### src/rtl/regfile_write_scheduler.sv
// Register-file write port arbiter: clears the file after reset, then serves
// the ALU and load writeback requesters round-robin at one write per cycle.
module regfile_write_scheduler #(
  parameter int DATA_WIDTH    = 32,
  parameter int REG_NUM_WIDTH = 5,
  parameter int REG_FILE_SIZE = 32
) (
  input  logic                     clk,
  input  logic                     rst_n,
  input  logic                     req0Valid,
  input  logic [REG_NUM_WIDTH-1:0] req0Num,
  input  logic [DATA_WIDTH-1:0]    req0Data,
  output logic                     req0Ready,
  input  logic                     req1Valid,
  input  logic [REG_NUM_WIDTH-1:0] req1Num,
  input  logic [DATA_WIDTH-1:0]    req1Data,
  output logic                     req1Ready,
  output logic                     wrEnable,
  output logic [REG_NUM_WIDTH-1:0] wrNum,
  output logic [DATA_WIDTH-1:0]    wrData,
  output logic                     initDone,
  output logic [15:0]              conflictCount
);

  typedef enum logic {INIT = 1'b0, RUN = 1'b1} state_t;

  localparam logic [REG_NUM_WIDTH-1:0] LAST_IDX = REG_NUM_WIDTH'(REG_FILE_SIZE - 1);

  state_t                   state, stateNext;
  logic [REG_NUM_WIDTH-1:0] clearIdx;
  logic                     prio;
  logic                     bothValid;

  function automatic logic [15:0] satInc(input logic [15:0] v);
    return (v == 16'hFFFF) ? v : v + 16'd1;
  endfunction

  always_ff @(posedge clk or negedge rst_n) begin
    if (!rst_n) state <= INIT;
    else        state <= stateNext;
  end

  // prio names the requester that wins when both are valid
  always_comb begin
    stateNext = state;
    req0Ready = 1'b0;
    req1Ready = 1'b0;
    case (state)
      INIT: begin
        if (clearIdx == LAST_IDX) stateNext = RUN;
      end
      RUN: begin
        req0Ready = req0Valid & (~req1Valid | ~prio);
        req1Ready = req1Valid & (~req0Valid | prio);
      end
      default: stateNext = INIT;
    endcase
  end

  assign initDone  = (state == RUN);
  assign bothValid = req0Valid & req1Valid;

  // Registered write port; clear writes in INIT, granted writes in RUN
  always_ff @(posedge clk or negedge rst_n) begin
    if (!rst_n) begin
      clearIdx      <= '0;
      prio          <= 1'b0;
      wrEnable      <= 1'b0;
      wrNum         <= '0;
      wrData        <= '0;
      conflictCount <= 16'd0;
    end else if (state == INIT) begin
      wrEnable <= 1'b1;
      wrNum    <= clearIdx;
      wrData   <= '0;
      clearIdx <= clearIdx + 1'b1;
    end else begin
      if (bothValid) conflictCount <= satInc(conflictCount);
      if (req0Ready) begin
        wrEnable <= 1'b1;
        wrNum    <= req0Num;
        wrData   <= req0Data;
        prio     <= 1'b1;
      end else if (req1Ready) begin
        wrEnable <= 1'b1;
        wrNum    <= req1Num;
        wrData   <= req1Data;
        prio     <= 1'b0;
      end else begin
        wrEnable <= 1'b0;
      end
    end
  end

endmodule
### config.mk
export PLATFORM = sky130hd
export DESIGN_NAME = regfile_write_scheduler
export DESIGN_NICKNAME = d
export VERILOG_FILES = /design/src/rtl/regfile_write_scheduler.sv
export SDC_FILE = /design/constraint.sdc
export NUM_CORES = 1
export LEC_CHECK = 0
export ABC_AREA = 1
export CAP_MARGIN = 25
export CORE_MARGIN = 4
export CORE_UTILIZATION = 35
export DETAILED_ROUTE_END_ITERATION = 12
export PLACE_DENSITY = 0.8
export SLEW_MARGIN = 20
export SYNTH_ARGS = -nofsm -noshare
export SYNTH_HDL_FRONTEND = slang
export SYNTH_SLANG_ARGS = --single-unit
### constraint.sdc
create_clock -name clk -period 2.5 [get_ports clk]
set_input_delay 0.5 -clock clk [delete_from_list [all_inputs] [get_ports clk]]
set_output_delay 0.5 -clock clk [all_outputs]
set_load 0.02 [all_outputs]
==> tab_implementation.tex <==
\begin{tabular}{lr}
\hline
Metric & Value \\
\hline
\multicolumn{2}{l}{\textbf{Floorplan}} \\
FP Rows & 33 \\
Die Span X & 101 um \\
Starting utilization of the core area & 36.3\% \\
Core outline area & 8340 um\^{}2 \\
Die span in y & 101 um \\
I/O Pins & 135 \\
Die footprint & 10200 um\^{}2 \\
\multicolumn{2}{l}{\textbf{STA}} \\
Period Utilization, post-route & 95.4\% \\
Maximum operating frequency & 419 MHz \\
Final critical delay including setup and external delays & 2390 ps \\
Setup repair after global routing missed its margin & no \\
Sum of negative setup slack & 0 ps \\
Clock skew & 5.37 ps \\
Measured slew at the worst slew-check pin & 539 ps \\
Final setup violation count & 0 \\
Final hold viol count & 0 \\
Worst relative slew slack & 64.1\% \\
Max-slew violation count & 0 \\
\multicolumn{2}{l}{\textbf{Route}} \\
Ratio of routed vias to standard cells & 4.96 \\
Routed length per instance & 14.4 um \\
Via total after detailed routing & 3108 \\
Iteration-0 DRC Markers & 116 \\
DRC violation count after routing & 0 \\
TritonRoute pass-1 iters & 4 \\
Total routed wirelength & 9000 um \\
Final ANT Viol Nets & 0 \\
\multicolumn{2}{l}{\textbf{Power and ir drop}} \\
Leak Pwr & 0.00204 uW \\
Power share of the sequential group & 39.0\% \\
Switching power & 785 uW \\
Internal Pwr Total & 2170 uW \\
Combinational fraction of design power & 23.0\% \\
VDD IR-drop max & 0.352 mV \\
Switching share of total power & 26.6\% \\
Power share of the clock group & 38.0\% \\
Pwr Density & 626 nW/um\^{}2 \\
\multicolumn{2}{l}{\textbf{Synth}} \\
Count of state elements after synthesis & 61 \\
Combinational family with the most area after synthesis & simple AND/OR/NAND/NOR gates \\
Share of synthesized area spent on multiplexers & 0\% \\
Complex-gate fraction of the synthesized area & 14.0\% \\
Share of the yosys chip area belonging to registers & 50.4\% \\
Synthesized-area fraction occupied by adder cells & 1.24\% \\
Net Count, Synth & 464 \\
Netlist cell types & 27 \\
Syn Area/Cell & 7.92 um\^{}2 \\
Simple-gate portion of the synthesized area & 26.9\% \\
Post-Syn Instances & 383 \\
Number of warnings printed during yosys synthesis & 0 \\
Cell area after synthesis & 3030 um\^{}2 \\
Xor/xnor share of the synthesized area & 1.16\% \\
\multicolumn{2}{l}{\textbf{Critical path}} \\
Capturing element type of the critical path & output port \\
Slowest Stage Delay on Critical Path & 640 ps \\
Data arrival time at the worst-slack endpoint & 1890 ps \\
Cell-by-cell listing of the critical path & clkdlybuf4s50\_1, inv\_1, a211oi\_1, clkdlybuf4s50\_1 \\
CP Class & input pin to output port \\
Startpoint Class & input pin \\
Data required time of the critical path & 2000 ps \\
Crit path top cell by count & sky130\_fd\_sc\_hd\_\_clkdlybuf4s50\_1 \\
CP max FO & 3 \\
Kind of cell adding the most delay to the critical path & buffers and inverters \\
Cell at the slowest stage of the critical path & sky130\_fd\_sc\_hd\_\_clkdlybuf4s50\_1 \\
Worst path buffer plus inverter count & 3 \\
\multicolumn{2}{l}{\textbf{Clocking}} \\
Clock tree from TritonCTS & done \\
Latest clock arrival within the worst-skew pair & 320 ps \\
Cts bufs inserted & 9 \\
Clock transition at the register clock pins on the worst setup and hold paths after CTS & 70 ps \\
Number of buffers between clock root and the deepest sink & 2 \\
Clock sink total & 61 \\
Post-CTS Setup Repair Bufs & 0 \\
CTS Root Cell & sky130\_fd\_sc\_hd\_\_clkbuf\_8 \\
Deepest level of the CTS H-tree & 3 \\
\multicolumn{2}{l}{\textbf{GRT}} \\
Overall track demand over capacity in global routing & 18.2\% \\
First-pass GRT wire length & 14800 um \\
Number of global-route vias before repair & 3152 \\
Sum of overflow across all layers after global routing & 0 \\
Maximum number of pins on one net before global-route repair & 40 \\
Initial antenna violation count & 0 \\
\multicolumn{2}{l}{\textbf{Worst hold path}} \\
Hold Crit Class & input pin to async pin \\
\multicolumn{2}{l}{\textbf{Cells and area}} \\
Antenna cell count & 0 \\
Fill cell count & 747 \\
Area Growth Syn to Fin & 55.7\% \\
Total number of nets in the final design & 598 \\
Post-layout instance area & 4720 um\^{}2 \\
Fraction of layout instances using a drive strength above 1 & 6.51\% \\
\multicolumn{2}{l}{\textbf{Placed design}} \\
Count of input and output buffers & 134 \\
Last weighted congestion value of the routability-driven placer & 0.935 \\
HPWL Detailed & 6790 um \\
Dpl cell area & 4460 um\^{}2 \\
\multicolumn{2}{l}{\textbf{Flow run}} \\
Count of max-cap constraint violations & 0 \\
\multicolumn{2}{l}{\textbf{Outcome}} \\
Outcome & finished, final reports clean \\
\hline
\end{tabular}
## through the flow
step | util, % | hold slack [ps] | setup slack [ps] | total power (uW) | cells
2_1_floorplan | - | 204 | 639 | 1450 | 383
3_3_place_gp | 53.5 | 472 | -26.9 | 1840 | 611
3_5_place_dp | 53.5 | 478 | -18.9 | 1860 | 611
4_1_cts | 56.6 | 158 | 102 | 2990 | 627
5_1_grt | 56.6 | 174 | 13.1 | 3100 | 627
6_report | 56.6 | 148 | 115 | 2950 | 627
## sequential cells by signal (all words and copies together), names as in the netlist
| name | cells |
|---|---|
| wrData | 32 |
| wrEnable | 1 |
| prio | 1 |
| conflictCount | 16 |
| wrNum | 5 |
| initDone | 1 |
| clearIdx | 5 |
## worst register-to-register path, stage by stage (launching register included)
cell	delay (ps)
sky130_fd_sc_hd__dfrtp_1	420
sky130_fd_sc_hd__ha_1	260
sky130_fd_sc_hd__nand2_1	80
sky130_fd_sc_hd__nor2_1	50
sky130_fd_sc_hd__nand2_2	110
sky130_fd_sc_hd__nor2_4	60
sky130_fd_sc_hd__nor2_4	250
sky130_fd_sc_hd__buf_4	230
sky130_fd_sc_hd__nand2_1	60
sky130_fd_sc_hd__nand2_1	50
sky130_fd_sc_hd__nand2_1	50
## power by group through the flow
stage	clock [uW]	combinational [uW]	sequential [uW]
5_1_grt	1200	734	1170
4_1_cts	1150	690	1150
2_1_floorplan	0	180	1270
3_5_place_dp	0	687	1170
6_report	1120	679	1150
3_3_place_gp	0	675	1160
## per-layer routing
metal  GRT usage [%]  vias up  wire length (um)
li1                -     1519                 -
met1            22.1     1444              3680
met2            29.8      139              4240
met3            7.96        6              1030
met4            4.50        0                47
met5               0        -                 0
## layout make-up
class                   count  area [um^2]  share of cell area [%]
clock buffers              13          169                    3.58
clock inverters             3         90.1                    1.91
multi-input cells         285         1320                    27.9
inverters                  18         67.6                    1.43
flip-flops and latches     61         1530                    32.3
well taps                 105          131                    2.78
repair buffers            142         1420                    30.1
## cells by family after synthesis
logic type	count (synthesis)
AO/OA/AOI/OAI	83
XOR/XNOR	4
adder cells (fa/ha/maj)	3
buffers and inverters	37
flip-flops	61
AND/OR/NAND/NOR	195
## cell usage after synthesis
library cell / n / area [um^2]
sky130_fd_sc_hd__a211oi_1: 1 / 7.51
sky130_fd_sc_hd__a21oi_1: 3 / 15.0
sky130_fd_sc_hd__a22oi_1: 3 / 22.5
sky130_fd_sc_hd__and3_1: 1 / 6.26
sky130_fd_sc_hd__buf_1: 2 / 7.51
sky130_fd_sc_hd__buf_2: 4 / 20.0
sky130_fd_sc_hd__buf_4: 7 / 52.6
sky130_fd_sc_hd__buf_6: 3 / 33.8
sky130_fd_sc_hd__clkbuf_1: 3 / 11.3
sky130_fd_sc_hd__dfrtp_1: 61 / 1530
sky130_fd_sc_hd__ha_1: 3 / 37.5
sky130_fd_sc_hd__inv_1: 15 / 56.3
sky130_fd_sc_hd__inv_2: 3 / 11.3
sky130_fd_sc_hd__nand2_1: 105 / 394
sky130_fd_sc_hd__nand2_2: 2 / 12.5
sky130_fd_sc_hd__nand3_1: 13 / 65.1
sky130_fd_sc_hd__nand3b_1: 8 / 60.1
sky130_fd_sc_hd__nand4_1: 2 / 12.5
sky130_fd_sc_hd__nor2_1: 57 / 214
sky130_fd_sc_hd__nor2_2: 1 / 6.26
sky130_fd_sc_hd__nor2_4: 2 / 22.5
sky130_fd_sc_hd__nor3_1: 3 / 15.0
sky130_fd_sc_hd__o21ai_0: 19 / 95.1
sky130_fd_sc_hd__o21ai_1: 57 / 285
sky130_fd_sc_hd__or2_2: 1 / 6.26
sky130_fd_sc_hd__xnor2_1: 1 / 8.76
sky130_fd_sc_hd__xor2_1: 3 / 26.3
## layout by cell type (no fill, tap or decap), drive strengths merged
master / count
ha: 3
bufinv: 3
nand4: 2
o21ai: 76
or2: 1
a211oi: 1
xor2: 3
nor3: 3
a21oi: 3
dfrtp: 61
nand3b: 8
a22oi: 3
inv: 18
nand3: 13
clkbuf: 13
clkdlybuf4s50: 132
and3: 1
xnor2: 1
nor2: 60
dlygate4sd2: 1
nand2: 107
buf: 9
## final timing paths
path / slack (ps) / cells after the start / end / start
worst max register to register: 780 / 10 / conflictCount[9] / conflictCount[0]
max in group asynchronous: 1770 / 2 / clearIdx[0] / rst_n
worst max-delay path: 110 / 4 / req1Ready / req1Valid
min in group clk: 490 / 2 / wrData[24] / wrData[24]
worst min-delay path: 150 / 1 / wrNum[0] / rst_n
worst min register to register: 490 / 2 / wrData[24] / wrData[24]
## repair_timing
action	4_1_cts	5_1_grt
resized for setup	1	0
setup endpoints to repair	1	0
hold buffers	0	0
No activity file was read; power rests on OpenSTA's default activity.
